[src/rtl/serial_addsub.sv]
// Bit-serial two's-complement adder/subtractor: one full-adder slice and a
// carry flop process one bit per clock, LSB first, behind valid/ready handshakes.
module serial_addsub #(
    parameter int WIDTH = 16
) (
    input  logic             i_clk,
    input  logic             i_rst_n,
    input  logic             i_valid,
    output logic             o_ready,
    input  logic             i_op,
    input  logic [WIDTH-1:0] i_a,
    input  logic [WIDTH-1:0] i_b,
    output logic             o_valid,
    input  logic             i_ready,
    output logic [WIDTH-1:0] o_result,
    output logic             o_carry,
    output logic             o_overflow,
    output logic             o_zero
);
    localparam int CW = (WIDTH > 2) ? $clog2(WIDTH) : 1;

    typedef enum logic [1:0] {IDLE, RUN, DONE} state_t;

    state_t           state;
    logic [WIDTH-1:0] a_sh, b_sh, res_sh;
    logic [CW-1:0]    cnt;
    logic             c, c_msb, op_r;

    logic             sum, cout;
    logic [WIDTH-1:0] res_next;

    // The single adder cell; B is pre-inverted and c preset to 1 for subtract.
    always_comb begin
        sum      = a_sh[0] ^ b_sh[0] ^ c;
        cout     = (a_sh[0] & b_sh[0]) | (a_sh[0] & c) | (b_sh[0] & c);
        res_next = {sum, res_sh[WIDTH-1:1]};
    end

    always_ff @(posedge i_clk or negedge i_rst_n) begin
        if (!i_rst_n) begin
            state      <= IDLE;
            a_sh       <= '0;
            b_sh       <= '0;
            res_sh     <= '0;
            cnt        <= '0;
            c          <= 1'b0;
            c_msb      <= 1'b0;
            op_r       <= 1'b0;
            o_ready    <= 1'b0;
            o_valid    <= 1'b0;
            o_result   <= '0;
            o_carry    <= 1'b0;
            o_overflow <= 1'b0;
            o_zero     <= 1'b0;
        end else begin
            case (state)
                IDLE: begin
                    if (i_valid && o_ready) begin
                        a_sh    <= i_a;
                        b_sh    <= i_b ^ {WIDTH{i_op}};
                        op_r    <= i_op;
                        c       <= i_op;
                        cnt     <= '0;
                        o_ready <= 1'b0;
                        state   <= RUN;
                    end else begin
                        o_ready <= 1'b1;
                    end
                end
                RUN: begin
                    res_sh <= res_next;
                    a_sh   <= a_sh >> 1;
                    b_sh   <= b_sh >> 1;
                    c      <= cout;
                    cnt    <= cnt + 1'b1;
                    // Carry out of bit WIDTH-2 is the carry into the sign bit.
                    if (cnt == CW'(WIDTH-2))
                        c_msb <= cout;
                    if (cnt == CW'(WIDTH-1)) begin
                        o_valid    <= 1'b1;
                        o_result   <= res_next;
                        o_carry    <= cout ^ op_r;
                        o_overflow <= c_msb ^ cout;
                        o_zero     <= (res_next == '0);
                        state      <= DONE;
                    end
                end
                DONE: begin
                    if (i_ready) begin
                        o_valid <= 1'b0;
                        o_ready <= 1'b1;
                        state   <= IDLE;
                    end
                end
                default: state <= IDLE;
            endcase
        end
    end
endmodule

[config.mk]
export PLATFORM = sky130hd
export DESIGN_NAME = serial_addsub
export DESIGN_NICKNAME = d
export VERILOG_FILES = /design/src/rtl/serial_addsub.sv
export SDC_FILE = /design/constraint.sdc
export NUM_CORES = 1
export LEC_CHECK = 0
export CORE_AREA = 2 2 92 94
export DETAILED_ROUTE_END_ITERATION = 10
export DIE_AREA = 0 0 94 96
export GPL_TIMING_DRIVEN = 0
export HOLD_SLACK_MARGIN = 0.1
export PLACE_DENSITY = 0.76
export RECOVER_POWER = 25
export SYNTH_ARGS = -nofsm -noshare
export SYNTH_HDL_FRONTEND = slang
export SYNTH_SLANG_ARGS = --single-unit
[constraint.sdc]
create_clock -name i_clk -period 1.91 [get_ports i_clk]
set_input_delay 0.382 -clock i_clk [delete_from_list [all_inputs] [get_ports i_clk]]
set_output_delay 0.382 -clock i_clk [all_outputs]
set_load 0.005 [all_outputs]
==> impl_metrics.json, run 1 <==
{
  "start_util_pct": 43.8,
  "place_ws_ns": -0.0624,
  "async_flop_share_pct": 100,
  "leakage_uw": 0.00219,
  "cts.clk_slew.worst_paths_ns": 0.08,
  "cts_tree": "yes",
  "num_rows": 33,
  "cts_resized": 0,
  "crit_path_end_kind": "output pin",
  "ir_drop_uv": 612,
  "hold_viol": 0,
  "fin_nets": 422,
  "fin_ws_ns": 0.217,
  "port_buffers": 56,
  "start_kind": "flip-flop",
  "overflow": 0,
  "hpwl_microns": 4950,
  "path_cells": "clkdlybuf4s50_1",
  "synthCells": 313,
  "num_io_pins": 58,
  "nFillCells": 712,
  "synth_top_area_share_pct": 54.7,
  "total_power_uw": 6520,
  "fin_crit_sh_pct": 88.6,
  "dieArea_sq_um": 9020,
  "yosysWarnings": 0,
  "drv_cap": 0,
  "layout_min_cycle_time_ns": 1.69,
  "clock_latency_ns": 0.35,
  "grt_setup_unrepaired": "false",
  "cp_slowest_cell": "clkdlybuf4s50_1",
  "detailedRoute.firstIterationViolations": 107,
  "crit_type": "flip-flop to output pin",
  "ys_ff_latch": 77,
  "crit_fanout": 6,
  "cp.arrival_ns": 1.31,
  "antenna_found_initial": 0,
  "setup-violations-final": 0,
  "htree_levels": 3,
  "busiest_layer": "met2",
  "slew-limit-headroom_pct": 43.6,
  "grt_pass1_wl_microns": 11900,
  "first_pass_iters": 4,
  "cts_buffers": 9,
  "place_area_sq_um": 4240,
  "final_antenna_net_count": 0,
  "synth-main-ff-cell": "dfrtp_1",
  "yosys.area.top_type": "dfrtp_1",
  "chipWidth_microns": 94,
  "syn_nets": 353,
  "fin_util_pct": 55.5,
  "grt_pass1_vias": 2510,
  "cp_top_family": "buffers and inverters",
  "area_growth_pct": 26.9,
  "fmax_mhz": 591,
  "ys_types": 36,
  "synth_area_leaders": "dfrtp_1 55%, nand2_1 8.6%, mux2i_1 8.0%",
  "timing.critical_path.buf_inv": 1,
  "syn_area_sq_um": 3520,
  "fin_area_sq_um": 4470,
  "tightest_slew_ns": 0.846,
  "yosysSeqAreaShare_pct": 54.7,
  "clock_sinks": 77,
  "gp_congestion": 0.795,
  "grt_max_degree": 65,
  "wl_per_cell_microns": 14.0,
  "n_antenna_cell": 0,
  "hold_slack_ns": 0.486,
  "synth_edf_count": 0,
  "root_buffer": "clkbuf_8",
  "grtUsageMet1_pct": 21.0,
  "powerDensity_nw_per_um2": 1460,
  "route.detailed.drc": 0,
  "coreArea_sq_um": 8050,
  "die_h_microns": 96,
  "slew_viol_final": 0,
  "grt_util_all_layers_pct": 17.1,
  "layout-drive-gt1-share_pct": 13.2,
  "slowest_delay_ns": 0.53,
  "synth.most_common_cell": "nand2_1",
  "cts_buffer_depth": 2,
  "avgViaCountPerCell": 5.02,
  "wl_microns": 6900,
  "status": "finished clean",
  "worst_ep_required_time_ns": 1.53,
  "hold_path.class": "flip-flop to flip-flop",
  "grt_use_met2_pct": 29.2,
  "num_vias": 2472,
  "skew_ns": 0.00703,
  "synth_area_per_cell_sq_um": 11.3,
  "grt_util_met3_pct": 4.46,
  "synthTopCellsByCount": "81 x nand2_1, 77 x dfrtp_1, 31 x o21ai_0"
}
## final timing paths
path / from / end / slack [ns] / cells after the start
worst max-delay path: o_ready$_DFFE_PN0P_ / o_ready / 0.22 / 1
worst min-delay path: a_sh[1]$_DFFE_PN0P_ / a_sh[0]$_DFFE_PN0P_ / 0.49 / 2
worst max register to register: c$_DFFE_PN0P_ / o_zero$_DFFE_PN0P_ / 0.33 / 4
worst min register to register: a_sh[1]$_DFFE_PN0P_ / a_sh[0]$_DFFE_PN0P_ / 0.49 / 2
max in group asynchronous: i_rst_n / cnt[3]$_DFFE_PN0P_ / 0.47 / 3
min in group asynchronous: i_rst_n / o_result[12]$_DFFE_PN0P_ / 0.64 / 2
## state kept, by name, summed over array words and instances, names as in the netlist
register / flops
o_result: 16
o_valid: 1
c_msb: 1
o_zero: 1
c: 1
res_sh: 15
b_sh: 16
o_carry: 1
state: 2
op_r: 1
cnt: 4
a_sh: 16
o_overflow: 1
o_ready: 1
## power by group
part / internal [uW] / switching, uW / total (uW)
clock: 768 / 597 / 1370
sequential: 2320 / 517 / 2830
combinational: 1210 / 1110 / 2320
## cells in the final DEF (no fill, tap or decap), types with 4 or more instances in the layout
cell,n
buf_2,4
clkbuf_1,11
clkbuf_8,10
clkdlybuf4s50_1,55
dfrtp_1,77
inv_1,5
mux2_4,17
mux2i_1,28
nand2_1,81
nor4_1,4
o21ai_0,31
o221a_2,4
xnor2_1,4
xor2_1,14
## through the flow
| stage | TNS, ns | std cells |
|---|---|---|
| 2_1_floorplan | 0 | 313 |
| 3_5_place_dp | -0.685 | 475 |
| 6_report | 0 | 492 |
| 5_1_grt | 0 | 492 |
| 3_3_place_gp | -165.94 | 474 |
| 4_1_cts | 0 | 492 |
## area by class of cell
class                   instances  area, sq um  area share (%)
inverters                       5         18.8           0.420
clock inverters                 6         86.3            1.93
plain buffers                  19          103            2.29
multi-input cells             212         1480            33.0
clock buffers                  10          138            3.08
flip-flops and latches         77         1930            43.1
repair buffers                 58          592            13.2
well taps                     105          131            2.94
## layer usage
metal	up-vias	part of all wire, %
li1	1194	-
met1	1206	45
met2	66	50
met3	6	4.4
met4	0	0.99
met5	-	0
## worst register-to-register path, stage by stage (launching register included)
cell and delay [ns]:
dfrtp_1 0.41, fa_1 0.55, nor4_1 0.26, nand4_1 0.15, mux2i_1 0.15
## repair_timing
item,4_1_cts,5_1_grt
setup buffers,0,0
endpoints found under the hold margin,13,0
hold buffers,1,0
## logic make-up after synthesis
group	count (synthesis)	synth area share [%]
adders and majority gates	3	1.28
buffers and inverters	24	3.44
DFF	77	54.7
and+or+nand+nor	99	12.5
muxes	47	15.8
xor gates and xnor gates	18	4.47
AOI/OAI and AO/OA	45	7.78
No activity file was read; power rests on OpenSTA's default activity.
==> inputs of run 2 (changes only) <==
--- a/config.mk
+++ b/config.mk
@@ -9,9 +9,10 @@
 export DETAILED_ROUTE_END_ITERATION = 10
 export DIE_AREA = 0 0 94 96
 export GPL_TIMING_DRIVEN = 0
-export HOLD_SLACK_MARGIN = 0.1
+export HOLD_SLACK_MARGIN = 0.15
 export PLACE_DENSITY = 0.76
 export RECOVER_POWER = 25
+export SETUP_SLACK_MARGIN = 0.5
 export SYNTH_ARGS = -nofsm -noshare
 export SYNTH_HDL_FRONTEND = slang
 export SYNTH_SLANG_ARGS = --single-unit
==> run 2 against run 1 <==
Against the previous run:
- clock-buffer cell count is 1 lower
- critical path depth is 5 higher
- setup slack better by 0.12 ns
==> impl_metrics.json, run 2 (same netlist as run 1, synthesis figures left out) <==
{
  "largestRegisters": "a_sh x16, b_sh x16, o_result x16",
  "avgViaCountPerCell": 5.03,
  "cp_slowest_cell": "dfrtp_1",
  "clock_latency_ns": 0.35,
  "crit_fanout": 5,
  "setup-tns-final_ns": 0,
  "slew_viol_final": 0,
  "top_layer": "met4",
  "hpwl_microns": 5060,
  "layout_min_cycle_time_ns": 1.58,
  "hold_path.class": "flip-flop to flip-flop",
  "wl_microns": 8350,
  "setup-violations-final": 0,
  "n_antenna_cell": 0,
  "start_kind": "flip-flop",
  "p_comb_share_pct": 41.5,
  "grt_pass1_wl_microns": 13000,
  "area_growth_pct": 45.5,
  "overflow": 0,
  "coreArea_sq_um": 8050,
  "wl_per_cell_microns": 15.5,
  "dr_wl_met2_microns": 4350,
  "first_pass_iters": 4,
  "r2r_slack_ns": 0.33,
  "grt_util_all_layers_pct": 18.7,
  "slew-limit-headroom_pct": 36.5,
  "cts_buffers": 9,
  "slowest_delay_ns": 0.40,
  "leakage_uw": 0.00259,
  "crit_type": "flip-flop to flip-flop",
  "r2r-start": "state[1]$_DFFE_PN0P_",
  "gp_congestion": 0.783,
  "status": "finished clean",
  "chipWidth_microns": 94,
  "detailedRoute.firstIterationViolations": 87,
  "grt_max_degree": 41,
  "port_buffers": 56,
  "root_buffer": "clkbuf_8",
  "p_int_uw": 5070,
  "start_util_pct": 43.8,
  "route.met3.wl_microns": 368,
  "ff2ff_path_depth": 6,
  "fin_crit_sh_pct": 82.6,
  "dp_cells": 475,
  "final_antenna_net_count": 0,
  "cts_tree": "yes",
  "num_vias": 2714,
  "switchingPower_uw": 2530,
  "final_common_cell": "nand2_1",
  "wl_met1_microns": 3550,
  "num_rows": 33,
  "final_cell_mix": "81 x nand2_1, 76 x dfrtp_1, 42 x buf_4",
  "antenna_found_initial": 0,
  "drv_cap": 0,
  "grt_pass1_vias": 2696,
  "dieArea_sq_um": 9020,
  "htree_levels": 3,
  "cts.clk_slew.worst_paths_ns": 0.08,
  "endpoint": "o_result[7]$_DFFE_PN0P_",
  "layout-drive-gt1-share_pct": 27.4,
  "fmax_mhz": 634,
  "worst_ep_required_time_ns": 2.15,
  "route.detailed.drc": 0,
  "path_cells": "and2b_1, buf_6, nand4_4, buf_4, buf_16, mux2_4",
  "powerDensity_nw_per_um2": 1480,
  "fin_nets": 471,
  "crit_path_end_kind": "flip-flop",
  "power_frac_clock_pct": 21.0,
  "fin_ws_ns": 0.332,
  "place_ws_ns": -0.0989,
  "cp-startpoint": "state[1]$_DFFE_PN0P_",
  "num_io_pins": 58,
  "clock_sinks": 77,
  "hold_viol": 0,
  "ir_drop_uv": 685,
  "regToRegEndpoint": "o_result[7]$_DFFE_PN0P_",
  "swShare_pct": 33.3,
  "pwr-share-seq_pct": 37.5,
  "skew_ns": 0.00714,
  "cts_buffer_depth": 2,
  "fin_cells": 540,
  "cp.arrival_ns": 1.82,
  "grt_setup_unrepaired": "true",
  "tightest_slew_ns": 0.952,
  "die_h_microns": 96
}
run 2: changes by cell type in the layout (fill, tap and decap cells not counted), moves of 3 or more:
| cell | delta |
|---|---|
| o21ai_1 | +9 |
| clkbuf_1 | -11 |
| dlygate4sd2_1 | +3 |
| buf_6 | +6 |
| o21ai_0 | -9 |
| buf_12 | +5 |
| clkdlybuf4s15_1 | +17 |
| buf_4 | +39 |
| clkbuf_2 | +5 |
| clkdlybuf4s50_1 | -22 |
run 2: worst min path at each step:
stage	start	to	slack, ns	cells after the start
3_3_place_gp	b_sh[7]$_DFFE_PN0P_	b_sh[6]$_DFFE_PN0P_	0.46	2
2_1_floorplan	i_rst_n	a_sh[0]$_DFFE_PN0P_	0.09	0
3_5_place_dp	i_rst_n	o_result[11]$_DFFE_PN0P_	0.38	1
6_report	a_sh[3]$_DFFE_PN0P_	a_sh[2]$_DFFE_PN0P_	0.48	2
4_1_cts	b_sh[10]$_DFFE_PN0P_	b_sh[9]$_DFFE_PN0P_	0.49	2
5_1_grt	a_sh[1]$_DFFE_PN0P_	a_sh[0]$_DFFE_PN0P_	0.52	2
run 2: critical path, delay by kind of cell, from the launching register on:
family | cells | cell delay (ns)
buf+inv | 3 | 0.44
flops | 1 | 0.40
simple gates | 2 | 0.34
mux | 1 | 0.29
run 2: metrics by stage:
step                hold slack (ns)  utilization [%]  power [uW]  instance area (sq um)
floorplan                    0.0864                -        4290                   3530
global placement              0.459             52.4        5090                   4220
detailed placement            0.385             52.6        5230                   4240
CTS                           0.486             59.2        7050                   4770
global route                  0.516             63.7        8090                   5120
finish                        0.485             63.7        7610                   5120
run 2: layout make-up:
| class | count | area, sq um |
|---|---|---|
| flip-flops and latches | 77 | 1930 |
| clock inverters | 6 | 136 |
| repair buffers | 107 | 1060 |
| fillers | 609 | 2930 |
| plain buffers | 19 | 193 |
| well taps | 105 | 131 |
| multi-input cells | 212 | 1540 |
| inverters | 5 | 18.8 |
| clock buffers | 9 | 124 |
run 2: metal layers:
layer,global-route usage (%),vias to the layer above
li1,-,1297
met1,22.3,1334
met5,0,-
met2,33.7,73
met4,3.99,0
met3,5.32,10
run 2: power groups by stage:
stage	sequential, uW	combinational [uW]	clock (uW)
detailed placement	2860	2380	0
floorplan	2730	1560	0
global placement	2810	2280	0
finish	2850	3160	1600
CTS	2810	2620	1620
global route	2930	3470	1690
run 2: timing repair:
| action | CTS | global route |
|---|---|---|
| resized for setup | 45 | 62 |
| setup buffers | 23 | 22 |
| endpoints found under the setup margin | 82 | 87 |
| cloned | 2 | 2 |
| hold buffers | 1 | 0 |
| pin swaps | 1 | 6 |
| endpoints found under the hold margin | 37 | 0 |
